[config.mk]
export PLATFORM = sky130hd
export DESIGN_NAME = gf2m_binary_divider
export DESIGN_NICKNAME = d
export VERILOG_FILES = /design/src/rtl/gf2m_pkg.sv /design/src/rtl/gf2m_div_x.sv /design/src/rtl/gf2m_binary_divider.sv
export SDC_FILE = /design/constraint.sdc
export NUM_CORES = 2
export LEC_CHECK = 0
export BUFFER_PORTS_ARGS = -buffer_cell sky130_fd_sc_hd__buf_2
export CAP_MARGIN = 10
export CORE_AREA = 10 10 460 462
export CTS_CLUSTER_SIZE = 20
export DETAILED_ROUTE_END_ITERATION = 7
export DIE_AREA = 0 0 470 472
export PLACE_DENSITY = 0.43
export SYNTH_ARGS = -nofsm -noshare
export SYNTH_HDL_FRONTEND = slang
export SYNTH_SLANG_ARGS = --single-unit
[constraint.sdc]
create_clock -name clk -period 40.2 [get_ports clk]
set_clock_uncertainty 0.2 [all_clocks]
set_input_delay 12.06 -clock clk [delete_from_list [all_inputs] [get_ports clk]]
set_output_delay 12.06 -clock clk [all_outputs]
set_load 0.1 [all_outputs]
[src/rtl/gf2m_pkg.sv]
// Shared GF(2^163) constants for the ECC datapath (multiplier and divider).
package gf2m_pkg;

    localparam int M     = 163;
    localparam int CNT_W = 10;

    // Low-order terms of f(x) = x^163 + x^7 + x^6 + x^3 + 1; x^M is implicit.
    localparam logic [M-1:0] POLY = 163'h00C9;

    // Full modulus including the implicit x^M term.
    localparam logic [M:0] F = {1'b1, POLY};

    // Divider sequencing states.
    typedef enum logic [1:0] {
        IDLE = 2'd0,
        RUN  = 2'd1,
        FIN  = 2'd2
    } div_state_t;

endpackage

[src/rtl/gf2m_div_x.sv]
// Combinational division by x modulo f: q = g / x mod f.
// An odd g is made even by adding f first. f has bit M set, so after the
// shift the top bit of q is set and q still fits in M bits.
module gf2m_div_x
    import gf2m_pkg::*;
#(
    parameter int          W    = M,
    parameter logic [W-1:0] P   = POLY
) (
    input  logic [W-1:0] g,
    output logic [W-1:0] q
);

    // Halve g, folding in the modulus when g is odd.
    always_comb begin
        q = {1'b0, g[W-1:1]};
        if (g[0]) begin
            q = {1'b1, g[W-1:1] ^ P[W-1:1]};
        end else begin
            q = {1'b0, g[W-1:1]};
        end
    end

endmodule

[src/rtl/gf2m_binary_divider.sv]
// Sequential GF(2^163) modular divider Z = A / B mod f using the binary
// extended Euclidean algorithm. One reduction step per RUN cycle, with an
// iteration counter that forces an error exit if the loop ever runs away.
module gf2m_binary_divider
    import gf2m_pkg::*;
(
    input  logic         clk,
    input  logic         rst,
    input  logic         start,
    input  logic [M-1:0] A,
    input  logic [M-1:0] B,
    output logic [M-1:0] Z,
    output logic         busy,
    output logic         done,
    output logic         err
);

    localparam int DEG_W = $clog2(M + 1);

    localparam logic [M:0]       ONE       = {{M{1'b0}}, 1'b1};
    localparam logic [CNT_W-1:0] CNT_LIMIT = CNT_W'(4 * M + 4);
    localparam logic [CNT_W-1:0] CNT_ONE   = CNT_W'(1);

    div_state_t       state;
    logic [M:0]       u;
    logic [M:0]       v;
    logic [M-1:0]     g1;
    logic [M-1:0]     g2;
    logic [CNT_W-1:0] cnt;

    logic [M-1:0]     g1_div;
    logic [M-1:0]     g2_div;
    logic             u_is_one;
    logic             v_is_one;
    logic             u_deg_gt;

    // Index of the most-significant set bit (0 when x is 0).
    function automatic logic [DEG_W-1:0] deg_of(input logic [M:0] x);
        logic [DEG_W-1:0] d;
        d = '0;
        for (int i = 0; i <= M; i++) begin
            d = x[i] ? DEG_W'(i) : d;
        end
        return d;
    endfunction

    gf2m_div_x #(.W(M), .P(POLY)) u_div_g1 (
        .g (g1),
        .q (g1_div)
    );

    gf2m_div_x #(.W(M), .P(POLY)) u_div_g2 (
        .g (g2),
        .q (g2_div)
    );

    // Step-selection predicates for the current u, v pair.
    always_comb begin
        u_is_one = (u == ONE);
        v_is_one = (v == ONE);
        u_deg_gt = (deg_of(u) > deg_of(v));
    end

    // Control FSM plus operand datapath; all outputs are registered here.
    always_ff @(posedge clk or posedge rst) begin
        if (rst) begin
            state <= IDLE;
            u     <= '0;
            v     <= '0;
            g1    <= '0;
            g2    <= '0;
            cnt   <= '0;
            Z     <= '0;
            busy  <= 1'b0;
            done  <= 1'b0;
            err   <= 1'b0;
        end else begin
            case (state)
                IDLE: begin
                    done <= 1'b0;
                    if (start) begin
                        u   <= {1'b0, B};
                        v   <= F;
                        g1  <= A;
                        g2  <= '0;
                        cnt <= '0;
                        err <= 1'b0;
                        if (B == '0) begin
                            // Division by zero: report immediately.
                            err   <= 1'b1;
                            Z     <= '0;
                            done  <= 1'b1;
                            busy  <= 1'b0;
                            state <= FIN;
                        end else begin
                            busy  <= 1'b1;
                            state <= RUN;
                        end
                    end
                end

                RUN: begin
                    cnt <= cnt + CNT_ONE;
                    if (cnt == CNT_LIMIT) begin
                        // Loop never converged: safety exit.
                        err   <= 1'b1;
                        Z     <= '0;
                        busy  <= 1'b0;
                        done  <= 1'b1;
                        state <= FIN;
                    end else if (u_is_one) begin
                        Z     <= g1;
                        busy  <= 1'b0;
                        done  <= 1'b1;
                        state <= FIN;
                    end else if (v_is_one) begin
                        Z     <= g2;
                        busy  <= 1'b0;
                        done  <= 1'b1;
                        state <= FIN;
                    end else if (!u[0]) begin
                        u  <= u >> 1;
                        g1 <= g1_div;
                    end else if (!v[0]) begin
                        v  <= v >> 1;
                        g2 <= g2_div;
                    end else if (u_deg_gt) begin
                        u  <= u ^ v;
                        g1 <= g1 ^ g2;
                    end else begin
                        v  <= v ^ u;
                        g2 <= g2 ^ g1;
                    end
                end

                FIN: begin
                    // Single-cycle result strobe; operands are left as-is.
                    done  <= 1'b0;
                    busy  <= 1'b0;
                    state <= IDLE;
                end

                default: begin
                    busy  <= 1'b0;
                    done  <= 1'b0;
                    state <= IDLE;
                end
            endcase
        end
    end

endmodule

==> impl_metrics.ini <==
[detailed_routing]
drt-initial-drc-count = 3958
num_vias = 49800
viasPerCell = 5.36
drt-total-wl_um = 216000
wl_met3_um = 11600
wl_met1_um = 98400
wl_met2_um = 98800
top_layer = met5
drt_pre_antenna_iters = 7
drtAntennaViolNets = 0
drc = 0
wire_per_inst_um = 23.2

[synth]
syn_nets = 6837
syn_inst = 6497
synth_seq_area_share_pct = 39.8
synth-edff-count = 0
ys_types = 73
syn_area_per_cell_um2 = 8.06
async_reset_ff_share_pct = 100
ys.flop_type = dfrtp_1
synth_warnings = 0
syn_area_um2 = 52400
ys_seq_elements = 832

[global_route]
grt_max_degree = 209
grt_overflow = 0
grt_pass1_wl_um = 328000
grt_pass1_vias = 48500
antenna_found_initial = 24
grt_use_total_pct = 18.6

[cts]
cts-root-buf = clkbuf_16
htree_levels = 3
clk_path_buf_depth = 3
post_cts_buffers = 0
worstSkewPairLatency_ns = 0.77
cts_buffers = 109
cts-resized-gates = 0
holdBufCountCts = 0
cts.clk_slew.worst_paths_ns = 0.06
clock_sinks = 832
cts_tree = done

[final_layout]
area_growth_pct = 14.1
fillers = 21600
layout_common_cells = o21ai_0 (1,053), dfrtp_1 (830), nor2_1 (824), a21oi_1 (541), nor3b_1 (508)
mostFrequentLayoutCell = o21ai_0
multi_input_area_um2 = 28600
fin_area_um2 = 59700
drive_gt1_share_pct = 12.0
nets = 6873
register_area_um2 = 20800

[critical_path]
path_cells = buf_2, nor4_1, nand4_1, nor4_2, buf_4, nand4_1, nor2_1, o221ai_4, buf_4, buf_12, o31ai_1
critPathRequiredTime_ns = 40.66
max_stage_delay_ns = 0.95
critical-path-slowest-cell = nor4_1
critPathMaxFanout = 208
critPathKind = primary input to flop
crit_arrival_ns = 16.46
end_kind = flop
crit_path_start_kind = primary input

[sta]
setup_ws_ns = 24.19
fin_crit_ns = 16.01
worstMarginPinSlew_ns = 1.29
hold_viol_final = 0
maxSlewHeadroom_pct = 14.1
min_period_over_period_pct = 39.8
finalMaxSlewViolations = 0
tns_ns = 0
fmax_mhz = 62.5
finalSetupViolCount = 0
rsz0062_at_grt = no

[power]
cellPowerDensity_nw_per_um2 = 104
ir_drop_uv = 122
fin_total_pwr_mw = 6.20
p_leak_nw = 23.1

[job]
cap_violations = 0

[place]
io_buffers = 494
place_congestion = 0.848
dpl_cell_area_um2 = 56200
dp_slack_ns = 23.38
hpwl_um = 141000

[floorplanning]
start_util_pct = 25.9
design.die.area_um2 = 222000
die_x_um = 470
die_height_um = 472
core_area_um2 = 202000
num_rows = 165
io_pins = 495

[hold_path]
hp-class = flop to flop

[run_status]
status = finished clean
stage by stage:
stage | hold slack [ns] | std cells | utilization, %
3_3_place_gp | 0.259 | 9094 | 27.8
6_report | 0.272 | 9296 | 29.6
4_1_cts | 0.273 | 9285 | 29.6
5_1_grt | 0.292 | 9291 | 29.6
3_5_place_dp | 0.260 | 9094 | 27.8
2_1_floorplan | 0.257 | 6497 | -
Yosys cell counts, types with 8 or more instances:
library cell / count / area, um^2
a211oi_1: 296 / 2220
a21oi_1: 541 / 2710
a221oi_1: 28 / 245
a31oi_1: 55 / 344
buf_2: 78 / 390
buf_6: 11 / 124
clkbuf_1: 474 / 1780
clkbuf_2: 58 / 290
dfrtp_1: 832 / 20800
ha_1: 11 / 138
inv_1: 90 / 338
mux2i_1: 167 / 1670
nand2_1: 413 / 1550
nand2_2: 10 / 62.6
nand2b_1: 8 / 50.1
nand3_1: 37 / 185
nand3b_1: 15 / 113
nand4_1: 32 / 200
nor2_1: 825 / 3100
nor2b_1: 31 / 194
nor3_1: 103 / 515
nor3b_1: 508 / 3810
nor4_1: 129 / 807
nor4_2: 24 / 300
o2111ai_1: 8 / 70.1
o211ai_1: 12 / 90.1
o21ai_0: 1053 / 5270
o21ai_1: 138 / 691
o21ai_2: 10 / 87.6
o311ai_0: 8 / 70.1
o31ai_1: 185 / 1390
or4_1: 10 / 75.1
xnor2_1: 162 / 1420
xor2_1: 10 / 87.6
state kept, by name (all words and copies together), names as in the netlist:
register,count
v,164
state,2
cnt,10
err,1
g1,163
busy,1
Z,163
g2,163
done,1
u,164
critical path: cells and delay by family:
family | cells | cell delay (ns)
AO/OA/AOI/OAI | 2 | 0.51
buffers and inverters | 4 | 1.06
AND/OR/NAND/NOR | 5 | 2.65
power by group:
part	switching (mW)	internal (mW)
Sequential	0.540	1.19
Clock	0.427	0.559
Combinational	2.50	0.972
final cells by class:
class,instances,share of cell area [%]
flip-flops and latches,832,34.9
well taps,2672,5.60
multi-input cells,4941,47.9
clock buffers,167,5.37
clock inverters,24,0.467
repair buffers,558,5.15
inverters,91,0.597
diodes,11,0.0461
cell families (layout without fill, tap and decap cells):
family	after synthesis	in the layout	share of synthesized area, %
AO/OA/AOI/OAI	2408	2408	26.4
buffers and inverters	724	840	5.77
AND/OR/NAND/NOR	2181	2181	21.7
other	0	11	0
multiplexers	169	169	3.24
adder cells (fa/ha/maj)	11	11	0.263
flip-flops	832	832	39.8
XOR/XNOR	172	172	2.88
layer usage:
layer,vias to the layer above,track usage [%]
li1,23600,-
met1,24700,25.4
met2,1283,29.5
met3,294,3.59
met4,12,6.00
met5,-,0
final timing paths:
path                                 endpoint  slack [ns]              start  cells after the start
setup / recovery           Z[116]$_DFFE_PP0P_       24.19              B[73]                     11
hold / removal              Z[37]$_DFFE_PP0P_        0.27  Z[37]$_DFFE_PP0P_                      2
setup reg to reg             v[0]$_DFFE_PP0P_       33.02  v[20]$_DFFE_PP0P_                     18
hold reg to reg             Z[37]$_DFFE_PP0P_        0.27  Z[37]$_DFFE_PP0P_                      2
max in group asynchronous  g2[90]$_DFFE_PP0P_       25.23                rst                      6
min in group asynchronous   u[56]$_DFFE_PP0P_       11.18                rst                      2
Power figures use the tool's default switching activity.
